`src/rtl/fetch_pkg.sv`:
```
`default_nettype none
// ============================================================================
//  Module   : fetch_pkg
//  Purpose  : Shared types and helpers for the decoupled instruction fetch
//             stage: FSM state encoding, default-width queue entry and the
//             occupancy-counter width helper.
//  Revision : 1.0 - initial release
// ============================================================================
package fetch_pkg;

    typedef enum logic [1:0] {
        RUN   = 2'd0,   // normal fetching
        DRAIN = 2'd1,   // discarding responses to pre-redirect requests
        HALT  = 2'd2    // hlt asserted and nothing outstanding
    } fetch_state_t;

    localparam int C_ADDR_W  = 16;
    localparam int C_INSTR_W = 16;

    // Queue entry at the default widths; parameterised modules rebuild the
    // same layout locally at their own widths.
    typedef struct packed {
        logic [C_ADDR_W-1:0]  pc;
        logic [C_INSTR_W-1:0] instr;
    } fetch_entry_t;

    // Width needed to hold a count in the range 0..depth inclusive.
    function automatic int cnt_width(input int depth);
        return $clog2(depth + 1);
    endfunction

endpackage
`default_nettype wire

```
`src/rtl/fetch_if.sv`:
```
`default_nettype none
// ============================================================================
//  Module   : fetch_if
//  Purpose  : Bundles the fetch stage's memory port, redirect/halt controls
//             and decode port.
//  Signals  : imem_req/imem_addr/imem_gnt        request handshake
//             imem_rvalid/imem_rdata             in-order read responses
//             redirect_valid/redirect_addr, hlt  control from the core
//             dec_valid/dec_ready/dec_instr/dec_pc/dec_pc_inc  decode port
//  Modports : master = fetch unit, slave = memory + core environment
//  Revision : 1.0 - initial release
// ============================================================================
interface fetch_if #(
    parameter int ADDR_W  = 16,
    parameter int INSTR_W = 16
);
    logic               imem_req;
    logic [ADDR_W-1:0]  imem_addr;
    logic               imem_gnt;
    logic               imem_rvalid;
    logic [INSTR_W-1:0] imem_rdata;
    logic               redirect_valid;
    logic [ADDR_W-1:0]  redirect_addr;
    logic               hlt;
    logic               dec_valid;
    logic [INSTR_W-1:0] dec_instr;
    logic [ADDR_W-1:0]  dec_pc;
    logic [ADDR_W-1:0]  dec_pc_inc;
    logic               dec_ready;

    modport master (
        output imem_req, imem_addr,
        input  imem_gnt, imem_rvalid, imem_rdata,
        input  redirect_valid, redirect_addr, hlt,
        output dec_valid, dec_instr, dec_pc, dec_pc_inc,
        input  dec_ready
    );

    modport slave (
        input  imem_req, imem_addr,
        output imem_gnt, imem_rvalid, imem_rdata,
        output redirect_valid, redirect_addr, hlt,
        input  dec_valid, dec_instr, dec_pc, dec_pc_inc,
        output dec_ready
    );
endinterface
`default_nettype wire

```
`src/rtl/fetch_queue.sv`:
```
`default_nettype none
// ============================================================================
//  Module   : fetch_queue
//  Purpose  : Synchronous FIFO holding fetched {pc, instr} entries in order.
//  Ports    : clk, rst            clock, sync active-high reset
//             push, push_data     write an entry (never while full)
//             pop                 remove head (never while empty)
//             flush               discard all entries
//             count, head         occupancy and head entry
//  Revision : 1.0 - initial release
// ============================================================================
module fetch_queue
    import fetch_pkg::*;
#(
    parameter int DEPTH = 4,
    parameter int WIDTH = 32,
    parameter int CW    = cnt_width(DEPTH)
) (
    input  wire logic             clk,
    input  wire logic             rst,
    input  wire logic             push,
    input  wire logic [WIDTH-1:0] push_data,
    input  wire logic             pop,
    input  wire logic             flush,
    output logic      [CW-1:0]    count,
    output logic      [WIDTH-1:0] head
);
    localparam int PW = $clog2(DEPTH);

    logic [WIDTH-1:0] r_mem [DEPTH];
    logic [PW-1:0]    r_wr_ptr;
    logic [PW-1:0]    r_rd_ptr;
    logic [CW-1:0]    r_count;

    // Storage needs no reset: occupancy alone decides what is valid.
    always_ff @(posedge clk) begin
        if (push) begin
            r_mem[r_wr_ptr] <= push_data;
        end
    end

    // DEPTH is a power of two, so the pointers wrap on their own.
    always_ff @(posedge clk) begin
        if (rst || flush) begin
            r_wr_ptr <= '0;
            r_rd_ptr <= '0;
            r_count  <= '0;
        end else begin
            if (push) r_wr_ptr <= r_wr_ptr + PW'(1);
            if (pop)  r_rd_ptr <= r_rd_ptr + PW'(1);
            r_count <= r_count + CW'(push) - CW'(pop);
        end
    end

    assign count = r_count;
    assign head  = r_mem[r_rd_ptr];

endmodule
`default_nettype wire

```
`src/rtl/fetch_unit.sv`:
```
`default_nettype none
// ============================================================================
//  Module   : fetch_unit
//  Purpose  : Decoupled instruction fetch stage. Issues word-addressed
//             requests under a credit limit, queues in-order responses with
//             their PC, presents them on a valid/ready decode port, flushes
//             and drains stale responses on redirect, and stops issuing on hlt.
//  Ports    : clk, rst     clock, synchronous active-high reset
//             bus          fetch_if.master (memory, control, decode signals)
//             perf_issued  granted requests
//             perf_dropped discarded responses
//             perf_stall   RUN cycles with hlt low and no credit
//  Config   : FETCH_PERF_EN - when defined the perf counters are built;
//             otherwise the perf_* outputs are tied to zero.
//  Revision : 1.0 - initial release
// ============================================================================
module fetch_unit
    import fetch_pkg::*;
#(
    parameter int                ADDR_W     = 16,
    parameter int                INSTR_W    = 16,
    parameter int                DEPTH      = 4,
    parameter logic [ADDR_W-1:0] RESET_ADDR = '0
) (
    input  wire logic        clk,
    input  wire logic        rst,
    fetch_if.master          bus,
    output logic      [31:0] perf_issued,
    output logic      [31:0] perf_dropped,
    output logic      [31:0] perf_stall
);
    localparam int          CW      = cnt_width(DEPTH);
    localparam logic [CW:0] C_DEPTH = (CW + 1)'(DEPTH);

    typedef struct packed {
        logic [ADDR_W-1:0]  pc;
        logic [INSTR_W-1:0] instr;
    } entry_t;

    fetch_state_t      r_state;
    fetch_state_t      w_state_nxt;
    logic [ADDR_W-1:0] r_fetch_pc;
    logic [ADDR_W-1:0] r_resp_pc;
    logic [CW-1:0]     r_in_flight;
    logic [CW-1:0]     r_drop_cnt;
    logic [CW-1:0]     w_q_count;
    logic [CW-1:0]     w_outstanding;
    logic              w_credit_ok;
    logic              w_issue;
    logic              w_gnt;
    logic              w_drop;
    logic              w_accept;
    logic              w_pop;
    entry_t            w_push_entry;
    entry_t            w_head;

    // Queued plus outstanding entries may never exceed DEPTH, so a response
    // always finds room in the queue.
    assign w_credit_ok = ({1'b0, w_q_count} + {1'b0, r_in_flight}) < C_DEPTH;
    assign w_issue     = !rst && (r_state == RUN) && !bus.hlt
                         && !bus.redirect_valid && w_credit_ok;
    assign w_gnt       = w_issue && bus.imem_gnt;

    // A response is stale if it belongs to a request issued before the
    // latest redirect, including one that returns in the redirect cycle.
    assign w_drop   = bus.imem_rvalid && (bus.redirect_valid || (r_drop_cnt != '0));
    assign w_accept = bus.imem_rvalid && !w_drop;
    assign w_pop    = bus.dec_valid && bus.dec_ready;

    // Outstanding requests after this edge; on a redirect every one of them
    // is stale.
    assign w_outstanding = r_in_flight + CW'(w_gnt) - CW'(bus.imem_rvalid);

    assign w_push_entry = '{pc: r_resp_pc, instr: bus.imem_rdata};

    fetch_queue #(
        .DEPTH (DEPTH),
        .WIDTH (ADDR_W + INSTR_W),
        .CW    (CW)
    ) u_queue (
        .clk       (clk),
        .rst       (rst),
        .push      (w_accept),
        .push_data (w_push_entry),
        .pop       (w_pop),
        .flush     (bus.redirect_valid),
        .count     (w_q_count),
        .head      (w_head)
    );

    assign bus.imem_req   = w_issue;
    assign bus.imem_addr  = r_fetch_pc;
    assign bus.dec_valid  = (w_q_count != '0);
    assign bus.dec_instr  = w_head.instr;
    assign bus.dec_pc     = w_head.pc;
    assign bus.dec_pc_inc = w_head.pc + ADDR_W'(1);

    always_ff @(posedge clk) begin
        if (rst) begin
            r_state <= RUN;
        end else begin
            r_state <= w_state_nxt;
        end
    end

    always_comb begin
        w_state_nxt = r_state;
        if (bus.redirect_valid) begin
            w_state_nxt = (w_outstanding != '0) ? DRAIN : RUN;
        end else begin
            case (r_state)
                RUN: begin
                    if (bus.hlt && (r_in_flight == '0)) w_state_nxt = HALT;
                end
                DRAIN: begin
                    if (bus.imem_rvalid && (r_drop_cnt == CW'(1))) begin
                        w_state_nxt = bus.hlt ? HALT : RUN;
                    end
                end
                HALT: begin
                    if (!bus.hlt) w_state_nxt = RUN;
                end
                default: w_state_nxt = RUN;
            endcase
        end
    end

    always_ff @(posedge clk) begin
        if (rst) begin
            r_fetch_pc  <= RESET_ADDR;
            r_resp_pc   <= RESET_ADDR;
            r_in_flight <= '0;
            r_drop_cnt  <= '0;
        end else begin
            r_in_flight <= w_outstanding;
            if (bus.redirect_valid) begin
                r_fetch_pc <= bus.redirect_addr;
                r_resp_pc  <= bus.redirect_addr;
                r_drop_cnt <= w_outstanding;
            end else begin
                if (w_gnt)    r_fetch_pc <= r_fetch_pc + ADDR_W'(1);
                if (w_accept) r_resp_pc  <= r_resp_pc + ADDR_W'(1);
                if (w_drop)   r_drop_cnt <= r_drop_cnt - CW'(1);
            end
        end
    end

`ifdef FETCH_PERF_EN
    logic        w_stall;
    logic [31:0] r_perf_issued;
    logic [31:0] r_perf_dropped;
    logic [31:0] r_perf_stall;

    assign w_stall = (r_state == RUN) && !bus.hlt && !w_credit_ok;

    always_ff @(posedge clk) begin
        if (rst) begin
            r_perf_issued  <= '0;
            r_perf_dropped <= '0;
            r_perf_stall   <= '0;
        end else begin
            r_perf_issued  <= r_perf_issued  + 32'(w_gnt);
            r_perf_dropped <= r_perf_dropped + 32'(w_drop);
            r_perf_stall   <= r_perf_stall   + 32'(w_stall);
        end
    end

    assign perf_issued  = r_perf_issued;
    assign perf_dropped = r_perf_dropped;
    assign perf_stall   = r_perf_stall;
`else
    assign perf_issued  = '0;
    assign perf_dropped = '0;
    assign perf_stall   = '0;
`endif

endmodule
`default_nettype wire

```
`src/flat_wrapper.sv`:
```
// flat-port wrapper written by rule: the top's interface ports become plain ports
module fetch_unit_flat import fetch_pkg::*;
#(
    parameter int                ADDR_W     = 16,
    parameter int                INSTR_W    = 16,
    parameter int                DEPTH      = 4,
    parameter logic [ADDR_W-1:0] RESET_ADDR = '0
)
  (clk, rst, perf_issued, perf_dropped, perf_stall, bus_imem_req, bus_imem_addr, bus_imem_gnt, bus_imem_rvalid, bus_imem_rdata, bus_redirect_valid, bus_redirect_addr, bus_hlt, bus_dec_valid, bus_dec_instr, bus_dec_pc, bus_dec_pc_inc, bus_dec_ready);
  fetch_if #(.ADDR_W(ADDR_W), .INSTR_W(INSTR_W)) bus_i ();
  input  wire logic clk;
  input  wire logic rst;
  output logic      [31:0] perf_issued;
  output logic      [31:0] perf_dropped;
  output logic      [31:0] perf_stall;
  output wire logic [$bits(bus_i.imem_req)-1:0] bus_imem_req;
  output wire logic [$bits(bus_i.imem_addr)-1:0] bus_imem_addr;
  input wire logic [$bits(bus_i.imem_gnt)-1:0] bus_imem_gnt;
  input wire logic [$bits(bus_i.imem_rvalid)-1:0] bus_imem_rvalid;
  input wire logic [$bits(bus_i.imem_rdata)-1:0] bus_imem_rdata;
  input wire logic [$bits(bus_i.redirect_valid)-1:0] bus_redirect_valid;
  input wire logic [$bits(bus_i.redirect_addr)-1:0] bus_redirect_addr;
  input wire logic [$bits(bus_i.hlt)-1:0] bus_hlt;
  output wire logic [$bits(bus_i.dec_valid)-1:0] bus_dec_valid;
  output wire logic [$bits(bus_i.dec_instr)-1:0] bus_dec_instr;
  output wire logic [$bits(bus_i.dec_pc)-1:0] bus_dec_pc;
  output wire logic [$bits(bus_i.dec_pc_inc)-1:0] bus_dec_pc_inc;
  input wire logic [$bits(bus_i.dec_ready)-1:0] bus_dec_ready;
  assign bus_imem_req = bus_i.imem_req;
  assign bus_imem_addr = bus_i.imem_addr;
  assign bus_i.imem_gnt = bus_imem_gnt;
  assign bus_i.imem_rvalid = bus_imem_rvalid;
  assign bus_i.imem_rdata = bus_imem_rdata;
  assign bus_i.redirect_valid = bus_redirect_valid;
  assign bus_i.redirect_addr = bus_redirect_addr;
  assign bus_i.hlt = bus_hlt;
  assign bus_dec_valid = bus_i.dec_valid;
  assign bus_dec_instr = bus_i.dec_instr;
  assign bus_dec_pc = bus_i.dec_pc;
  assign bus_dec_pc_inc = bus_i.dec_pc_inc;
  assign bus_i.dec_ready = bus_dec_ready;
  fetch_unit #(.ADDR_W(ADDR_W), .INSTR_W(INSTR_W), .DEPTH(DEPTH), .RESET_ADDR(RESET_ADDR)) u_core (.clk(clk), .rst(rst), .bus(bus_i), .perf_issued(perf_issued), .perf_dropped(perf_dropped), .perf_stall(perf_stall));
endmodule
```
`config.mk`:
```
export PLATFORM = sky130hd
export DESIGN_NAME = fetch_unit_flat
export DESIGN_NICKNAME = d
export VERILOG_FILES = /design/src/rtl/fetch_pkg.sv /design/src/rtl/fetch_if.sv /design/src/rtl/fetch_queue.sv /design/src/rtl/fetch_unit.sv /design/src/flat_wrapper.sv
export SDC_FILE = /design/constraint.sdc
export NUM_CORES = 1
export LEC_CHECK = 0
export BUFFER_PORTS_ARGS = -buffer_cell sky130_fd_sc_hd__buf_4
export CAP_MARGIN = 30
export CELL_PAD_IN_SITES_DETAIL_PLACEMENT = 0
export CELL_PAD_IN_SITES_GLOBAL_PLACEMENT = 1
export CORE_MARGIN = 3
export CORE_UTILIZATION = 46
export DETAILED_ROUTE_END_ITERATION = 6
export GPL_TIMING_DRIVEN = 0
export PLACE_DENSITY_LB_ADDON = 0.1
export SETUP_SLACK_MARGIN = 0.1
export SLEW_MARGIN = 30
export SYNTH_ARGS = -nofsm -noshare
export SYNTH_HDL_FRONTEND = slang
export SYNTH_SLANG_ARGS = --single-unit
```
`constraint.sdc`:
```
create_clock -name clk -period 5.5 [get_ports clk]
set_input_delay 1.1 -clock clk [delete_from_list [all_inputs] [get_ports clk]]
set_output_delay 1.1 -clock clk [all_outputs]
set_load 0.02 [all_outputs]
```
==> summary.md <==
| Metric | Value |
|---|---|
| YS warnings | 0 |
| Worst IR Drop VDD | 0.2291 mV |
| I/O Buffers | 103 |
| DP HPWL | 12.59 mm |
| Min-Delay Path Class | flop to flop |
| Core area | 17,540 µm² |
| Via density | 4.818 |
| Outcome | finished clean |
| Global placement routability congestion | 0.8656 |
| Io pins | 201 |
| Reg2reg path depth | 11 |
| Pins Over Slew Limit | 0 |
| Clk_lat worst skew | 0.42 ns |
| WP data arrival | 2.65 ns |
| Initial core utilization | 47.50% |
| Via count | 5,223 |
| Worst Path Class, Setup | flop to output pin |
| First-pass GRT wire length | 26.97 mm |
| Post-Route WL | 17.12 mm |
| RSZ-0062 raised after global routing | no |
| Worst hold slack | 0.5328 ns |
| Final Setup Violations | 0 |
| Dpl cells | 1,053 |
| CTS sink count | 177 |
| Finished Cell Area | 10,370 µm² |
| Max_slew headroom | 55.70% |
| Post-Synthesis Cell Area | 8329 µm² |
| CTS tree | done |
| Final Cycle Share | 68.21% |
| Clk pwr share | 35.5% |
| Antenna diode count | 0 |
| Die area | 19,760 µm² |
| H-tree levels | 4 |
| Final setup margin | 1.748 ns |
| Vias in the first global route | 5,215 |
| Comb pwr share | 15.4% |
| Die height | 140.6 µm |
| Worst-margin pin slew | 0.6645 ns |
| Syn Area/Cell | 13.31 µm² |
| Fin crit period | 3.752 ns |
| Clock Tree Buf Depth | 2 |
| Worst slack, placed | 1.957 ns |
| CTS resizes | 0 |
| Final-report hold violation count | 0 |
| Initial antenna violation count | 0 |
| Non-Filler Instances | 1,084 |
| Initial DRT Pass Iterations | 4 |
| Seq cells post-synth | 177 |
| Area Overhead vs Synth | 24.49% |
| Crit-path max FO | 10 |
| Wire length per cell | 15.79 µm |
| EDFF count, synth | 128 |
| Max-cap violations | 0 |
| Worst hold path depth | 2 |
| Power Dens Cells | 300.2 nW/µm² |
| Internal | 0.002308 W |
| Layout cells sized above 1 | 33.29% |
| Nets | 904 |
| Tot GR Track Use | 17.54% |
| CTS root buf | clkbuf_16 |
| Total congestion overflow | 0 |
| Initial DRC Count | 240 |
| Placed Area | 9826 µm² |
| Setup TNS | 0 ns |
| Leakage | 4.124 nW |
| Psw | 0.0008047 W |
| CP Data Required Time | 4.40 ns |
| Remaining DRCs | 0 |
| Sequential power share | 49.1% |
| Netlist cell types | 55 |
| Hold-fix buffers, CTS | 0 |
| Clock Skew | 0.009256 ns |
| Post-CTS setup buffer count | 0 |
| Setup crit start kind | flop |
| CTS clk-pin slew, worst paths | 0.06 ns |
| Cts bufs inserted | 17 |
| Async S/R FF share, synth | 0% |
| Detail Route Antenna Nets | 0 |
| Largest net degree at the start of global routing | 25 |
| Chip width | 140.6 µm |
| CP Capture Type | output pin |
| Sequential share of the synthesized area | 57.92% |
| Fmax | 0.2665 GHz |
| Top_reg_cell synth | edfxtp_1 |
| Mapped Cells | 626 |
| Switching Share | 25.85% |
| Core Rows | 48 |
-- registers in the layout, summed over array words and instances, names as in the netlist, named ones only --
| name | flops |
|---|---|
| u_core.u_queue.r_mem | 128 |
| u_core.r_state | 2 |
| u_core.r_drop_cnt | 3 |
| u_core.u_queue.r_wr_ptr | 2 |
| u_core.u_queue.count | 3 |
| u_core.bus.imem_addr | 16 |
| u_core.u_queue.r_rd_ptr | 2 |
| u_core.r_in_flight | 3 |
| u_core.r_resp_pc | 16 |
-- worst paths after layout --
check                                               end                             startpoint  slack [ns]
hold reg to reg   u_core.bus.imem_addr[15]$_SDFFE_PP0P_  u_core.bus.imem_addr[15]$_SDFFE_PP0P_        0.53
setup reg to reg         u_core.r_state[0]$_SDFFE_PP0P_       u_core.r_in_flight[2]$_SDFF_PP0_        2.59
hold / removal    u_core.bus.imem_addr[15]$_SDFFE_PP0P_  u_core.bus.imem_addr[15]$_SDFFE_PP0P_        0.53
setup / recovery                       bus_dec_instr[8]                                   flop        1.75
-- layer usage --
metal | vias up | wire, µm | GRT usage (%)
met5 | - | 0 | 0
met4 | 0 | 358 | 7.343
met3 | 26 | 955 | 3.756
met2 | 168 | 8593 | 28.60
met1 | 2504 | 7210 | 22.84
li1 | 2525 | - | -
-- logic make-up after synthesis --
family	share of synthesized area, %
flip-flops	57.92
AND/OR/NAND/NOR	9.825
buffers and inverters	11.27
AO/OA/AOI/OAI	4.401
XOR/XNOR	3.996
multiplexers	9.659
adder cells (fa/ha/maj)	2.884
other	0.04502
-- cell type report --
| type | instances | area [µm²] |
|---|---|---|
| well taps | 225 | 281.5 |
| fillers | 1461 | 7168 |
| repair buffers | 107 | 853.3 |
| multi-input cells | 400 | 2928 |
| clock buffers | 17 | 425.4 |
| clock inverters | 14 | 117.6 |
| plain buffers | 120 | 848.3 |
| flip-flops and latches | 177 | 4825 |
| inverters | 24 | 90.09 |
-- cells in the final DEF (no fill, tap or decap), types with 11 or more instances in the layout --
cell type    n
nand4_1     11
xnor2_1     29
clkbuf_16   17
conb_1      96
clkbuf_1    13
a21oi_1     17
buf_4      201
mux4_2      27
dfxtp_1     49
nor2_1      41
inv_1       23
ha_1        16
nand2_1     36
edfxtp_1   128
-- critical path: stages (launching register included) --
cell and delay [ns]:
dfxtp_1 0.46, buf_2 0.30, buf_2 0.31, clkbuf_1 0.55
mux4_2 0.43, buf_4 0.18
-- cells in the mapped netlist (3+ instances only) --
cell type | instances | share of area [%]
a211oi_1 | 8 | 0.72
a21boi_0 | 7 | 0.63
a21oi_1 | 17 | 1.0
a311oi_1 | 3 | 0.32
a31oi_1 | 7 | 0.53
and2_1 | 7 | 0.53
and3_1 | 10 | 0.75
buf_2 | 5 | 0.30
buf_4 | 98 | 8.8
clkbuf_1 | 13 | 0.59
dfxtp_1 | 49 | 12
edfxtp_1 | 128 | 46
ha_1 | 16 | 2.4
inv_1 | 23 | 1.0
mux2_2 | 4 | 0.54
mux4_1 | 5 | 1.6
mux4_2 | 27 | 7.3
nand2_1 | 36 | 1.6
nand3_1 | 9 | 0.54
nand3b_1 | 4 | 0.36
nand4_1 | 11 | 0.83
nor2_1 | 41 | 1.8
nor3_1 | 10 | 0.60
nor4_1 | 3 | 0.23
o21ai_0 | 7 | 0.42
or3_1 | 5 | 0.38
xnor2_1 | 29 | 3.0
xor2_1 | 9 | 0.95
-- per-stage QoR --
step,utilization [%],total power [W]
global route,59.13,0.003252
CTS,59.13,0.003144
global placement,55.54,0.002021
finish,59.13,0.003113
floorplan,-,0.001882
detailed placement,56.03,0.002034
-- power by group through the flow --
stage | sequential (W) | clock (W) | combinational [W]
2_1_floorplan | 0.00155 | 0 | 0.000330
3_3_place_gp | 0.00155 | 0 | 0.000467
3_5_place_dp | 0.00156 | 0 | 0.000478
4_1_cts | 0.00153 | 0.00114 | 0.000480
5_1_grt | 0.00154 | 0.00119 | 0.000523
6_report | 0.00153 | 0.00111 | 0.000479
(Power assumes the default switching activity.)
